<file path="config.mk">
export PLATFORM = sky130hd
export DESIGN_NAME = pcq_pm_thold_seq_flat
export DESIGN_NICKNAME = d
export VERILOG_FILES = /design/src/rtl/pcq_pm_thold_seq_if.sv /design/src/rtl/pcq_pm_thold_seq.sv /design/src/flat_wrapper.sv
export SDC_FILE = /design/constraint.sdc
export NUM_CORES = 1
export LEC_CHECK = 0
export CORE_MARGIN = 1.5
export CORE_UTILIZATION = 45
export CTS_CLUSTER_SIZE = 28
export DETAILED_ROUTE_END_ITERATION = 8
export PLACE_DENSITY = 0.89
export SLEW_MARGIN = 0
export SYNTH_ARGS = -nofsm -noshare
export SYNTH_HDL_FRONTEND = slang
export SYNTH_SLANG_ARGS = --single-unit
</file>
<file path="constraint.sdc">
create_clock -name clk -period 5 [get_ports clk]
set_input_delay 1 -clock clk [delete_from_list [all_inputs] [get_ports clk]]
set_output_delay 1 -clock clk [all_outputs]
set_load 0.02 [all_outputs]
</file>
<file path="src/rtl/pcq_pm_thold_seq_if.sv">
// Bundle of the sleep-request, quiesce, configuration, block and PM output
// signals exchanged between the thold sequencer and its environment.
interface pcq_pm_thold_seq_if #(
    parameter int unsigned THREADS = 2,
    parameter int unsigned DLY_W   = 4
);
    logic [THREADS-1:0] pm_sleep_req;
    logic [THREADS-1:0] thrd_quiesced;
    logic [DLY_W-1:0]   cfg_enter_dly;
    logic [DLY_W-1:0]   cfg_exit_dly;
    logic               rg_ck_fast_xstop;
    logic               lbist_en_dc;
    logic               ct_ck_pm_ccflush_disable;
    logic               ct_ck_pm_raise_tholds;
    logic               pm_sleep_active;
    logic               pm_wake_done;
    logic [2:0]         pm_state;

    // Environment side: drives requests/config, observes PM controls
    modport master (
        output pm_sleep_req, thrd_quiesced, cfg_enter_dly, cfg_exit_dly,
               rg_ck_fast_xstop, lbist_en_dc,
        input  ct_ck_pm_ccflush_disable, ct_ck_pm_raise_tholds,
               pm_sleep_active, pm_wake_done, pm_state
    );

    // Sequencer side
    modport slave (
        input  pm_sleep_req, thrd_quiesced, cfg_enter_dly, cfg_exit_dly,
               rg_ck_fast_xstop, lbist_en_dc,
        output ct_ck_pm_ccflush_disable, ct_ck_pm_raise_tholds,
               pm_sleep_active, pm_wake_done, pm_state
    );
endinterface

</file>
<file path="src/rtl/pcq_pm_thold_seq.sv">
// Power-management thold sequencer: on a full sleep request and thread
// quiesce it disables ccflush, waits a settle delay, then raises tholds.
// Wake undoes the steps in reverse order with its own settle delay.
// Fast checkstop or LBIST blocks entry and aborts/forces wake.
module pcq_pm_thold_seq #(
    parameter int unsigned THREADS = 2,
    parameter int unsigned DLY_W   = 4
) (
    input logic                 clk,
    input logic                 rst,
    pcq_pm_thold_seq_if.slave   pm_if
);

    typedef enum logic [2:0] {
        ST_RUN      = 3'd0,
        ST_QWAIT    = 3'd1,
        ST_FLUSHDIS = 3'd2,
        ST_SLEEP    = 3'd3,
        ST_LOWER    = 3'd4,
        ST_FLUSHEN  = 3'd5
    } state_e;

    state_e             state_q, state_d;
    logic [DLY_W-1:0]   cnt_q, cnt_d;

    logic all_req;
    logic all_quiesced;
    logic blk;
    logic leave_req;

    logic flushdis;
    logic raise;
    logic sleep_act;
    logic wake_done;

    assign all_req      = &pm_if.pm_sleep_req;
    assign all_quiesced = &pm_if.thrd_quiesced;
    assign blk          = pm_if.rg_ck_fast_xstop | pm_if.lbist_en_dc;
    assign leave_req    = ~all_req | blk;

    // State and settle counter registers
    always_ff @(posedge clk) begin
        if (rst) begin
            state_q <= ST_RUN;
            cnt_q   <= '0;
        end else begin
            state_q <= state_d;
            cnt_q   <= cnt_d;
        end
    end

    // Next-state and counter load/decrement
    always_comb begin
        state_d = state_q;
        cnt_d   = cnt_q;
        case (state_q)
            ST_RUN: begin
                if (all_req && !blk) state_d = ST_QWAIT;
            end
            ST_QWAIT: begin
                // Abort is checked before quiesce so a simultaneous drop wins
                if (leave_req) begin
                    state_d = ST_RUN;
                end else if (all_quiesced) begin
                    state_d = ST_FLUSHDIS;
                    cnt_d   = pm_if.cfg_enter_dly;
                end
            end
            ST_FLUSHDIS: begin
                if (leave_req) begin
                    state_d = ST_RUN;
                end else if (cnt_q == '0) begin
                    state_d = ST_SLEEP;
                end else begin
                    cnt_d = cnt_q - DLY_W'(1);
                end
            end
            ST_SLEEP: begin
                if (leave_req) begin
                    state_d = ST_LOWER;
                    cnt_d   = pm_if.cfg_exit_dly;
                end
            end
            ST_LOWER: begin
                // Wake is committed here; inputs are deliberately ignored
                if (cnt_q == '0) begin
                    state_d = ST_FLUSHEN;
                end else begin
                    cnt_d = cnt_q - DLY_W'(1);
                end
            end
            ST_FLUSHEN: begin
                state_d = ST_RUN;
            end
            default: begin
                state_d = ST_RUN;
            end
        endcase
    end

    // Output decode from registered state only
    always_comb begin
        flushdis  = 1'b0;
        raise     = 1'b0;
        sleep_act = 1'b0;
        wake_done = 1'b0;
        case (state_q)
            ST_FLUSHDIS: flushdis = 1'b1;
            ST_SLEEP: begin
                flushdis  = 1'b1;
                raise     = 1'b1;
                sleep_act = 1'b1;
            end
            ST_LOWER:    flushdis  = 1'b1;
            ST_FLUSHEN:  wake_done = 1'b1;
            default: ;
        endcase
    end

    assign pm_if.ct_ck_pm_ccflush_disable = flushdis;
    assign pm_if.ct_ck_pm_raise_tholds    = raise;
    assign pm_if.pm_sleep_active          = sleep_act;
    assign pm_if.pm_wake_done             = wake_done;
    assign pm_if.pm_state                 = state_q;

endmodule

</file>
<file path="src/flat_wrapper.sv">
// flat-port wrapper written by rule: the top's interface ports become plain ports
module pcq_pm_thold_seq_flat 
#(
    parameter int unsigned THREADS = 2,
    parameter int unsigned DLY_W   = 4
)
  (clk, rst, pm_if_pm_sleep_req, pm_if_thrd_quiesced, pm_if_cfg_enter_dly, pm_if_cfg_exit_dly, pm_if_rg_ck_fast_xstop, pm_if_lbist_en_dc, pm_if_ct_ck_pm_ccflush_disable, pm_if_ct_ck_pm_raise_tholds, pm_if_pm_sleep_active, pm_if_pm_wake_done, pm_if_pm_state);
  pcq_pm_thold_seq_if #(.THREADS(THREADS), .DLY_W(DLY_W)) pm_if_i ();
  input logic clk;
  input logic rst;
  input wire logic [$bits(pm_if_i.pm_sleep_req)-1:0] pm_if_pm_sleep_req;
  input wire logic [$bits(pm_if_i.thrd_quiesced)-1:0] pm_if_thrd_quiesced;
  input wire logic [$bits(pm_if_i.cfg_enter_dly)-1:0] pm_if_cfg_enter_dly;
  input wire logic [$bits(pm_if_i.cfg_exit_dly)-1:0] pm_if_cfg_exit_dly;
  input wire logic [$bits(pm_if_i.rg_ck_fast_xstop)-1:0] pm_if_rg_ck_fast_xstop;
  input wire logic [$bits(pm_if_i.lbist_en_dc)-1:0] pm_if_lbist_en_dc;
  output wire logic [$bits(pm_if_i.ct_ck_pm_ccflush_disable)-1:0] pm_if_ct_ck_pm_ccflush_disable;
  output wire logic [$bits(pm_if_i.ct_ck_pm_raise_tholds)-1:0] pm_if_ct_ck_pm_raise_tholds;
  output wire logic [$bits(pm_if_i.pm_sleep_active)-1:0] pm_if_pm_sleep_active;
  output wire logic [$bits(pm_if_i.pm_wake_done)-1:0] pm_if_pm_wake_done;
  output wire logic [$bits(pm_if_i.pm_state)-1:0] pm_if_pm_state;
  assign pm_if_i.pm_sleep_req = pm_if_pm_sleep_req;
  assign pm_if_i.thrd_quiesced = pm_if_thrd_quiesced;
  assign pm_if_i.cfg_enter_dly = pm_if_cfg_enter_dly;
  assign pm_if_i.cfg_exit_dly = pm_if_cfg_exit_dly;
  assign pm_if_i.rg_ck_fast_xstop = pm_if_rg_ck_fast_xstop;
  assign pm_if_i.lbist_en_dc = pm_if_lbist_en_dc;
  assign pm_if_ct_ck_pm_ccflush_disable = pm_if_i.ct_ck_pm_ccflush_disable;
  assign pm_if_ct_ck_pm_raise_tholds = pm_if_i.ct_ck_pm_raise_tholds;
  assign pm_if_pm_sleep_active = pm_if_i.pm_sleep_active;
  assign pm_if_pm_wake_done = pm_if_i.pm_wake_done;
  assign pm_if_pm_state = pm_if_i.pm_state;
  pcq_pm_thold_seq #(.THREADS(THREADS), .DLY_W(DLY_W)) u_core (.clk(clk), .rst(rst), .pm_if(pm_if_i));
endmodule
</file>
==> reports/summary.txt <==
Post-DRT Antenna Nets: 0
fillers: 110
area growth from synthesis to layout: 37.0%
EDFF count, synth: 0
post-DP HPWL: 1010 microns
All-Layer GR Usage: 0.190
diode count: 0
initial antenna violation count: 0
I/O pins: 23
gr ovfl total: 0
Mapped Cells: 74
post-synthesis adder-cell area fraction: 0.0409
largest family of logic cells by synthesized area: simple AND/OR/NAND/NOR gates
Max Slew Vio Count: 0
die width: 39.9 microns
Routed WL per cell: 12.1 microns
Residual DRC: 0
reg-to-reg setup timing slack: 3.28 ns
Peak Freq: 0.350 GHz
Post-CTS Hold Fix Bufs: 0
syn avg cell area: 8.27 sq um
commonest non-fill, non-tap cell in the layout: clkdlybuf4s50_1
Worst-Margin Slew: 0.464 ns
root buf cell: clkbuf_4
FF-to-FF End: u_core.cnt_q[2]$_SDFFE_PP0P_
crit path kind: reg2out
final setup violation count: 0
status: completed
vias in the first global route: 483
initial core utilization: 0.476
clock network fraction of total power: 0.406
TritonRoute pass-1 iters: 4
P_int: 0.0000991 W
Lkg Pwr: 0.297 nW
final hold slack: 0.538 ns
RR Startpoint: u_core.pm_if.pm_state[0]$_SDFFE_PP0P_
CTS buffer count: 3
final hold violations: 0
pwr dens: 149 nW/um^2
Die Span Y: 39.9 microns
CTS max path bufs: 2
DR iter-0 viols: 16
Yosys warnings: 0
Setup TNS: 0 ns
core area: 1280 sq um
Synth Register Bits: 7
Mapped Area: 612 sq um
Worst slew margin: 0.690
post-synthesis mux area share: 0
switch share: 0.208
# nets final: 114
post_cts resized: 0
sequential power share: 0.451
WL final: 1340 microns
Hold Crit Class: reg2reg
routability congestion estimate: 0.834
ratio of cells with drive above 1 in the final layout: 0.0947
Most used DFF post-synth: dfxtp_1
Num Clock Sinks: 7
first-pass GRT wire length: 2050 microns
CP endpoint kind: output port
RSZ-0062 raised after global routing: no
Post-Synth XOR/XNOR Area: 0.0143
startpoint types: flip-flop
CP Capture Point: pm_if_ct_ck_pm_ccflush_disable
async set-reset flop share out of synthesis: 0
Synth cell types: 35
Simple-Gate Fraction of Synth Area: 0.352
fin crit share: 0.572
skew final: 0.000519 ns
Die Area: 1590 sq um
complex-gate fraction of the synthesized area: 0.276
Combinational Power Share: 0.143
row count: 13
Worst EP arrival: 1.86 ns
fin area: 838 sq um
Cell Area, Placed: 812 sq um
WP data required: 4.00 ns
total number of vias: 602
Seq/Total Area, Yosys: 0.229
Worst-path clk slew: 0.05 ns
top fanout value on the critical path: 15
worst-case reg-to-reg path depth: 5
number of vias per cell: 5.47
max-cap check violation count: 0
IR drop worst, VDD: 0.111 mV
H-tree depth: 1
clk_lat worst skew: 0.25 ns
port bufs: 22
total setup buffers inserted after CTS: 0
Finished Core Util: 0.652
Synthesized Nets: 92
CP Launch Point: u_core.pm_if.pm_state[2]$_SDFFE_PP0P_
minimum clock period: 2.86 ns
largest net degree at the start of global routing: 16
CTS tree: yes
most frequent cells in the layout: 22 x clkdlybuf4s50_1, 7 x a21oi_1, 7 x dfxtp_1
Net Sw Power: 0.0000261 W
[layer usage]
metal	GRT usage	up-vias	share of wire
met5	0	-	0
met4	0.0776	0	0
met3	0.0341	0	0.053
met2	0.282	21	0.45
met1	0.261	268	0.50
li1	-	313	-
[state kept, by name, summed over array words and instances, names as in the netlist]
name and cells:
u_core.cnt_q 4, u_core.pm_if.pm_state 3
[worst min-delay path by stage]
stage / startpoint / end / slack, ns / depth (start not counted)
floorplan: u_core.cnt_q[3]$_SDFFE_PP0P_ / u_core.cnt_q[3]$_SDFFE_PP0P_ / 0.51 / 2
global placement: u_core.cnt_q[3]$_SDFFE_PP0P_ / u_core.cnt_q[3]$_SDFFE_PP0P_ / 0.53 / 2
detailed placement: u_core.cnt_q[3]$_SDFFE_PP0P_ / u_core.cnt_q[3]$_SDFFE_PP0P_ / 0.53 / 2
CTS: u_core.cnt_q[3]$_SDFFE_PP0P_ / u_core.cnt_q[3]$_SDFFE_PP0P_ / 0.54 / 2
global route: u_core.cnt_q[3]$_SDFFE_PP0P_ / u_core.cnt_q[3]$_SDFFE_PP0P_ / 0.57 / 2
finish: u_core.cnt_q[3]$_SDFFE_PP0P_ / u_core.cnt_q[3]$_SDFFE_PP0P_ / 0.54 / 2
[power groups by stage]
stage | clock network [W] | registers, W | logic (W)
after global routing | 0.0000584 | 0.0000564 | 0.0000190
after global placement | 0 | 0.0000576 | 0.0000176
final | 0.0000509 | 0.0000565 | 0.0000179
after CTS | 0.0000538 | 0.0000564 | 0.0000179
after floorplan | 0 | 0.0000575 | 0.00000456
after detailed placement | 0 | 0.0000577 | 0.0000177
[through the flow]
step,setup WS (ns),power [W],instances
after CTS,2.12,0.000128,110
after global placement,2.46,0.0000753,106
after floorplan,2.77,0.0000621,74
final,2.14,0.000125,110
after global routing,1.95,0.000134,110
after detailed placement,2.40,0.0000754,106
[kinds of logic after synthesis]
logic type	Yosys count
buffers and inverters	9
XOR/XNOR	1
AO/OA/AOI/OAI	22
adder cells (fa/ha/maj)	2
AND/OR/NAND/NOR	33
flip-flops	7
[cells in the mapped netlist, types with 2 or more instances]
| library cell | n | share of area |
|---|---|---|
| a21oi_1 | 7 | 0.057 |
| clkbuf_1 | 2 | 0.012 |
| dfxtp_1 | 7 | 0.23 |
| ha_1 | 2 | 0.041 |
| inv_1 | 4 | 0.025 |
| nand2_1 | 5 | 0.031 |
| nand2b_1 | 3 | 0.031 |
| nand3_1 | 4 | 0.033 |
| nand3b_1 | 2 | 0.025 |
| nor2_1 | 5 | 0.031 |
| nor2b_1 | 4 | 0.041 |
| o2111ai_1 | 2 | 0.029 |
| o21ai_0 | 4 | 0.033 |
| or2_0 | 2 | 0.020 |
[final cells by class]
class / count / area, sq um / area share
clock buffers: 4 / 26.3 / 0.0313
inverters: 4 / 15.0 / 0.0179
multi-input cells: 58 / 418 / 0.499
flip-flops and latches: 7 / 140 / 0.167
well taps: 15 / 18.8 / 0.0224
repair buffers: 22 / 220 / 0.263
[critical path: stages, from the launching register on]
cell and delay (ns):
dfxtp_1 0.60, nor2b_1 0.26, nand2_1 0.09, nand2_1 0.07, clkdlybuf4s50_1 0.59
(Power assumes the default switching activity.)
